[src/rtl/count_snapshot_fifo.sv]
// Counter snapshot FIFO: captures count on snap into a small FWFT queue.
// Optional build macro COUNT_SNAPSHOT_DELTA_EN stores deltas from the previous accepted capture.

// Generic FWFT FIFO with synchronous flush and explicit occupancy.
// Latency: a push on edge N is visible at head_dat after edge N when empty.
// Backpressure: caller must not push when full unless it also pops in the same cycle.
module fifo #(
    parameter int WIDTH = 8,
    parameter int DEPTH = 4
) (
    input  logic                       clk,
    input  logic                       rst_n,
    input  logic                       clr,
    input  logic                       push_vld,
    input  logic [WIDTH-1:0]           push_dat,
    input  logic                       pop_vld,
    output logic [WIDTH-1:0]           head_dat,
    output logic [$clog2(DEPTH):0]     lvl
);
    localparam int AW = $clog2(DEPTH);
    localparam int LW = AW + 1;

    logic [WIDTH-1:0] mem [DEPTH];
    logic [AW-1:0]    wr_ptr;
    logic [AW-1:0]    rd_ptr;
    logic [LW-1:0]    lvl_q;

    // Pointers are exactly log2(DEPTH) bits, so they wrap modulo DEPTH naturally.
    always_ff @(posedge clk or negedge rst_n) begin
        if (!rst_n) begin
            wr_ptr <= '0;
            rd_ptr <= '0;
            lvl_q  <= '0;
        end else if (clr) begin
            wr_ptr <= '0;
            rd_ptr <= '0;
            lvl_q  <= '0;
        end else begin
            if (push_vld) begin
                wr_ptr <= wr_ptr + AW'(1);
            end
            if (pop_vld) begin
                rd_ptr <= rd_ptr + AW'(1);
            end
            case ({push_vld, pop_vld})
                2'b10:   lvl_q <= lvl_q + LW'(1);
                2'b01:   lvl_q <= lvl_q - LW'(1);
                default: lvl_q <= lvl_q;
            endcase
        end
    end

    always_ff @(posedge clk) begin
        if (push_vld && !clr) begin
            mem[wr_ptr] <= push_dat;
        end
    end

    assign head_dat = mem[rd_ptr];
    assign lvl      = lvl_q;
endmodule

// Snapshot capture front end: accepts snap strobes into the FIFO, flags drops.
// Latency: 1 cycle from accepted snap to out_valid/out_data.
// Backpressure: out_ready=0 holds the head; captures when full without a pop are dropped and set overflow.
module count_snapshot_fifo #(
    parameter int WIDTH = 8,
    parameter int DEPTH = 4
) (
    input  logic                       clk,
    input  logic                       rst_n,
    input  logic [WIDTH-1:0]           count,
    input  logic                       snap,
    input  logic                       clear,
    output logic                       out_valid,
    input  logic                       out_ready,
    output logic [WIDTH-1:0]           out_data,
    output logic [$clog2(DEPTH):0]     level,
    output logic                       overflow
);
    localparam int LW = $clog2(DEPTH) + 1;

    logic             full;
    logic             pop_vld;
    logic             push_vld;
    logic [WIDTH-1:0] push_dat;
    logic [LW-1:0]    lvl;
    logic             ovf_q;

    assign full      = (lvl == LW'(DEPTH));
    assign out_valid = (lvl != '0);
    assign pop_vld   = out_valid && out_ready && !clear;
    // A pop in the same cycle frees the slot, so a full FIFO still accepts.
    assign push_vld  = snap && !clear && (!full || pop_vld);

`ifdef COUNT_SNAPSHOT_DELTA_EN
    logic [WIDTH-1:0] base_q;

    always_ff @(posedge clk or negedge rst_n) begin
        if (!rst_n) begin
            base_q <= '0;
        end else if (clear) begin
            base_q <= '0;
        end else if (push_vld) begin
            base_q <= count;
        end
    end

    assign push_dat = count - base_q;
`else
    assign push_dat = count;
`endif

    always_ff @(posedge clk or negedge rst_n) begin
        if (!rst_n) begin
            ovf_q <= 1'b0;
        end else if (clear) begin
            ovf_q <= 1'b0;
        end else if (snap && !push_vld) begin
            ovf_q <= 1'b1;
        end
    end

    fifo #(
        .WIDTH (WIDTH),
        .DEPTH (DEPTH)
    ) u_fifo (
        .clk      (clk),
        .rst_n    (rst_n),
        .clr      (clear),
        .push_vld (push_vld),
        .push_dat (push_dat),
        .pop_vld  (pop_vld),
        .head_dat (out_data),
        .lvl      (lvl)
    );

    assign level    = lvl;
    assign overflow = ovf_q;
endmodule

[config.mk]
export PLATFORM = sky130hd
export DESIGN_NAME = count_snapshot_fifo
export DESIGN_NICKNAME = d
export VERILOG_FILES = /design/src/rtl/count_snapshot_fifo.sv
export SDC_FILE = /design/constraint.sdc
export NUM_CORES = 1
export LEC_CHECK = 0
export ABC_AREA = 1
export BUFFER_PORTS_ARGS = -buffer_cell sky130_fd_sc_hd__buf_2
export CORE_AREA = 2 2 48 94
export CTS_CLUSTER_SIZE = 16
export DETAILED_ROUTE_END_ITERATION = 8
export DIE_AREA = 0 0 50 96
export PLACE_DENSITY_LB_ADDON = 0.3
export SLEW_MARGIN = 20
export SYNTH_ARGS = -nofsm -noshare
export SYNTH_HDL_FRONTEND = slang
export SYNTH_SLANG_ARGS = --single-unit
export TNS_END_PERCENT = 10
[constraint.sdc]
create_clock -name clk -period 2.3 [get_ports clk]
set_input_delay 0.345 -clock clk [delete_from_list [all_inputs] [get_ports clk]]
set_output_delay 0.345 -clock clk [all_outputs]
set_load 0.02 [all_outputs]
==> flow_summary.yaml, run 1 <==
run_status:
  outcome: "completed"
floorplan:
  start_util: 0.432
  boundaryPins: 26
  die_area_sq_um: 4800
  die_w_um: 50
  die_y_um: 96
  row_count: 33
  design.core.area_sq_um: 4090
route:
  drc: 0
  drt_iter0_drc: 21
  post_drt_wl_per_cell_um: 14.2
  vias_per_cell: 5.13
  drt_first_pass_iters: 4
  wl_mm: 3.27
  num_vias: 1180
  ant_nets: 0
critical_path:
  cpPeakStageDelay_ps: 470
  crit_path_frequent_cell: "nand2_1"
  cp_top_family: "simple AND/OR/NAND/NOR gates"
  cp_max_fo: 6
  worst_setup_path_end_kind: "flop"
  worstSetupStartpointType: "flop"
  path_buf_inv: 1
  path_class: "reg2reg"
  arrival_ps: 2160
  path_cells: "nor2_4 > nand2_4 > nand4_4 > inv_1 > fa_1 > xnor2_1 > nand2_2 > nand2_1 > nor2_1 > nand2_1 > nand2_1"
  crit_path_top_delay_cell: "dfrtp_1"
  critPathRequiredTime_ps: 2480
synthesis:
  syn_inst: 143
  synth_warnings: 0
  yosys_register_bits: 40
  netlist_area_sq_um: 1770
  syn_avg_cell_area_sq_um: 12.4
  synth_nets: 161
  synth_edf_count: 32
  synth.distinct_cells: 26
  synth_ff_type: "edfxtp_1"
  async_flop_share: 0.200
  ys_seq_area_frac: 0.657
sta:
  timing.slew.headroom: 0.698
  fin_worst_skew_ps: 5.64
  rsz0062_at_grt: "no"
  min_period_over_period: 0.858
  worstMarginPinSlew_ps: 452
  hold_viol: 0
  fmax_ghz: 0.507
  setup_viol: 0
  finalSetupTns_ps: 0
  period_needed_ps: 1970
  drv_slew: 0
clock_tree:
  clockRootBuffer: "clkbuf_8"
  clkLatencyLatePin_ps: 290
  hold_buffers: 1
  numCtsBuffers: 5
  cts_tree: "done"
  path_clk_slew_ps: 70
  clock_tree.buffer_depth: 2
  cts_setup_buffers: 0
  cts_resized: 0
  cts.sinks: 40
  h-tree-depth: 2
power:
  p_seq_frac: 0.487
  p_clk_frac: 0.239
  p_total_uw: 1840
  p_leak_uw: 0.000825
  switching_share: 0.336
  switchingPower_uw: 618
  comb_power_share: 0.275
  internal_power_uw: 1220
  vdd_drop_max_uv: 659
  power_density_nw_per_um2: 891
global_routing:
  gr-usage-all-layers: 0.156
  grt_start_max_net_pins: 20
  grt_pass1_vias: 1211
  grt_pass1_wl_mm: 5.44
  antenna_found_initial: 0
  grt.overflow.total: 0
final_layout:
  syn2layout_area_growth_pct: 16.9
  final_common_cell: "edfxtp_1"
  mostFrequentLayoutCells: "edfxtp_1, nor2_1, buf_2, o21ai_0, inv_1"
  diodes: 0
  num-nets-final: 195
  drive_above_1_share: 0.298
  fillers: 347
placement:
  hpwl_mm: 2.34
  routabilityCongestion: 0.727
  io_buffers: 25
flow_run:
  cap_violations: 0
min_path:
  hp-class: "in2reg"
==> power groups by stage <==
| stage | clock network, uW | logic (uW) | registers [uW] |
|---|---|---|---|
| 6_report | 440 | 505 | 895 |
| 5_1_grt | 473 | 565 | 904 |
| 4_1_cts | 457 | 512 | 896 |
| 3_5_place_dp | 0 | 509 | 910 |
| 3_3_place_gp | 0 | 482 | 905 |
| 2_1_floorplan | 0 | 334 | 920 |
==> layout make-up <==
class                      instances  area (sq um)  share of cell area
clock buffer                       5          68.8              0.0333
clock inverter                     3          18.8             0.00909
tap                               52          65.1              0.0315
timing repair buffer              31           173              0.0836
sequential                        40          1160               0.562
inverter                          13          48.8              0.0236
multi-input combinational         86           529               0.256
==> synth_stat cells, types with 2 or more instances <==
cell type,n,area share
nand2_4,2,0.013
dfrtp_1,8,0.11
nand3_1,2,0.0057
edfxtp_1,32,0.54
inv_1,11,0.023
inv_2,2,0.0043
nand3_2,6,0.034
ha_1,4,0.028
buf_2,2,0.0057
a21oi_1,2,0.0057
o22ai_1,8,0.028
nand4_1,2,0.0071
o21ai_0,18,0.051
nor2_1,25,0.053
nand2_1,8,0.017
==> worst reg2reg max path, delay by kind of cell, from the launching register on <==
kind / cells / cell delay [ps]
buffers and inverters: 1 / 70
AND/OR/NAND/NOR: 8 / 690
adder cells (fa/ha/maj): 1 / 390
XOR/XNOR: 1 / 240
flip-flops: 1 / 470
==> registers in the layout, summed over array words and instances (netlist names) <==
| name | cells |
|---|---|
| u_fifo.mem | 32 |
| u_fifo.lvl | 3 |
| u_fifo.rd_ptr | 2 |
| overflow | 1 |
| u_fifo.wr_ptr | 2 |
==> logic make-up after synthesis <==
family                     Yosys count  synth area share
xor gates and xnor gates             1           0.00496
AOI/OAI and AO/OA                   32             0.103
adders and majority gates            5            0.0397
and+or+nand+nor                     48             0.152
buffers and inverters               17            0.0432
DFF                                 40             0.657
==> stage by stage <==
step                      hold WS, ps  instances  cell area, sq um  utilization  setup slack, ps
after floorplan                  49.4        143              1770            -              375
after global placement            197        221              1970        0.481              430
after detailed placement          205        221              1970        0.481              327
after CTS                         258        230              2060        0.505              310
after global routing              260        230              2060        0.505              115
final                             268        230              2060        0.505              326
==> per-layer routing <==
| metal | wire length [um] | global-route usage |
|---|---|---|
| met5 | 0 | 0 |
| met4 | 110 | 0.127 |
| met3 | 102 | 0.0295 |
| met2 | 1810 | 0.282 |
| met1 | 1250 | 0.147 |
==> worst paths after layout <==
kind	from	end	slack (ps)	depth (start not counted)
max	u_fifo.lvl[0]	u_fifo.lvl[2]	330	11
min	count[4]	u_fifo.mem[0][4]	270	1
max reg2reg	u_fifo.lvl[0]	u_fifo.lvl[2]	330	11
min reg2reg	overflow	overflow	500	1
max in group asynchronous	rst_n	u_fifo.lvl[1]	1680	2
min in group asynchronous	rst_n	u_fifo.rd_ptr[1]	440	2
Note: power is estimated with default switching activity, not from simulation.
==> inputs of run 2 (changes only) <==
Settings changed: PLACE_DENSITY_LB_ADDON 0.3 to unset.
==> run 2 against run 1 <==
Register-to-register slack better by 30 ps. Hold slack gained 4.3 ps. Worst setup slack improved by 27 ps. Global-route usage shrank 0.11 points. Fmax increased by 1.4%. Combinational power about the same. Count of clock-buffer cells in the layout up 2. Die area unchanged. First-iteration DRC count is 4.8% higher.
==> flow_summary.yaml, run 2 (synthesis gave the netlist of run 1 again) <==
run_status:
  outcome: "completed"
final_layout:
  seqCellArea_sq_um: 1160
  drive_above_1_share: 0.281
  syn2layout_area_growth_pct: 16.4
  final_common_cell: "edfxtp_1"
  mostFrequentLayoutCells: "edfxtp_1, nor2_1, buf_2, o21ai_0, inv_1"
  diodes: 0
  instances_no_fill: 230
  fillers: 369
  multiInputGateArea_sq_um: 529
  largest_reg_flops: 32
  top_register: "u_fifo.mem"
  num-nets-final: 195
sta:
  timing.final.ws_setup_ps: 353
  finalSetupTns_ps: 0
  fmax_ghz: 0.514
  setup_viol: 0
  worstMarginPinSlew_ps: 456
  timing.slew.headroom: 0.696
  hold_viol: 0
  fin_worst_skew_ps: 1.32
  period_needed_ps: 1950
  drv_slew: 0
  rsz0062_at_grt: "no"
  min_period_over_period: 0.846
placement:
  routabilityCongestion: 0.750
  hpwl_mm: 2.46
  pre_cts_ws_ps: 360
  placedCellCount: 221
  io_buffers: 25
route:
  num_vias: 1184
  drt_first_pass_iters: 4
  wl_mm: 3.31
  drt_iter0_drc: 22
  post_drt_wl_per_cell_um: 14.4
  vias_per_cell: 5.15
  ant_nets: 0
  drc: 0
critical_path:
  path_cells: "nor2_4 > nand2_4 > nand4_4 > inv_1 > fa_1 > xnor2_1 > nand2_2 > nand2_1 > nor2_1 > nand2_1 > nand2_1"
  crit_path_top_delay_cell: "dfrtp_1"
  r2r_end: "u_fifo.lvl[2]"
  cp_top_family: "simple AND/OR/NAND/NOR gates"
  r2r-start: "u_fifo.lvl[0]"
  path_buf_inv: 1
  worst_setup_path_end_kind: "flop"
  worstSetupStartpointType: "flop"
  crit_path_frequent_cell: "nand2_1"
  cp_max_fo: 6
  critPathRequiredTime_ps: 2480
  reg2regPathDepth: 11
  arrival_ps: 2120
  cpPeakStageDelay_ps: 460
  worst-r2r-setup-slack_ps: 350
  path_class: "reg2reg"
global_routing:
  grt_start_max_net_pins: 20
  grt_pass1_wl_mm: 5.33
  grt_pass1_vias: 1209
  antenna_found_initial: 0
  gr-usage-all-layers: 0.155
  grt.overflow.total: 0
floorplan:
  design.core.area_sq_um: 4090
  die_area_sq_um: 4800
  row_count: 33
  boundaryPins: 26
  start_util: 0.432
  die_w_um: 50
  die_y_um: 96
clock_tree:
  clkLatencyLatePin_ps: 280
  clock_tree.buffer_depth: 2
  cts.sinks: 40
  cts_setup_buffers: 0
  clockRootBuffer: "clkbuf_8"
  cts_tree: "done"
  path_clk_slew_ps: 70
  numCtsBuffers: 5
  cts_resized: 0
  h-tree-depth: 2
power:
  p_total_uw: 1820
  power_density_nw_per_um2: 886
  p_leak_uw: 0.000817
  vdd_drop_max_uv: 528
min_path:
  whs_endpoint: "u_fifo.mem[2][1]"
  hold_start: "count[1]"
  whs_path_depth: 1
  hp-class: "in2reg"
flow_run:
  cap_violations: 0
run 2: changes by cell type in the layout (fill, tap and decap cells not counted), sizes merged:
cell and delta:
clkbuf +2, clkinv -2
run 2: worst max-delay path by stage:
stage                           from  cells past startpoint             to
floorplan              u_fifo.lvl[0]                     11  u_fifo.lvl[2]
global placement               clear                     11  u_fifo.lvl[2]
detailed placement             clear                     11  u_fifo.lvl[2]
CTS                 u_fifo.rd_ptr[1]                      4    out_data[3]
global route           u_fifo.lvl[0]                     10  u_fifo.lvl[2]
finish                 u_fifo.lvl[0]                     11  u_fifo.lvl[2]
run 2: cell type report:
cell class / instances / share of cell area
Clock inverter: 1 / 0.00182
Multi-Input combinational cell: 86 / 0.257
Inverter: 13 / 0.0237
Sequential cell: 40 / 0.564
Tap cell: 52 / 0.0316
Timing Repair Buffer: 31 / 0.0839
Clock buffer: 7 / 0.0371
run 2: timing repair:
action / CTS / global route
setup endpoints to repair: 0 / 0
hold buffers: 1 / 0
hold endpoints to repair: 8 / 0
run 2: per-stage QoR:
step                utilization  hold slack (ps)  area (sq um)
finish                    0.503              272          2060
floorplan                     -             49.4          1770
global placement          0.481              202          1970
detailed placement        0.481              203          1970
global route              0.503              265          2060
CTS                       0.503              266          2060
run 2: layer usage:
layer  part of all wire  vias up  GRT usage
li1                   -      573          -
met1               0.35      573      0.135
met2               0.57       30      0.292
met3              0.042        8     0.0419
met4              0.032        0      0.106
met5                  0        -          0
run 2: worst register-to-register path, cell delays in order, from the launching register on:
cell and delay [ps]:
dfrtp_1 460, nor2_4 210, nand2_4 90, nand4_4 100, inv_1 70, fa_1 370, xnor2_1 240, nand2_2 70
nand2_1 60, nor2_1 50, nand2_1 60, nand2_1 50
run 2: report_power, final:
part	total, uW	leakage, uW	internal [uW]	switching [uW]
Clock	425	0.0000399	211	214
Combinational	502	0.000380	170	332
Sequential	896	0.000397	840	55.4
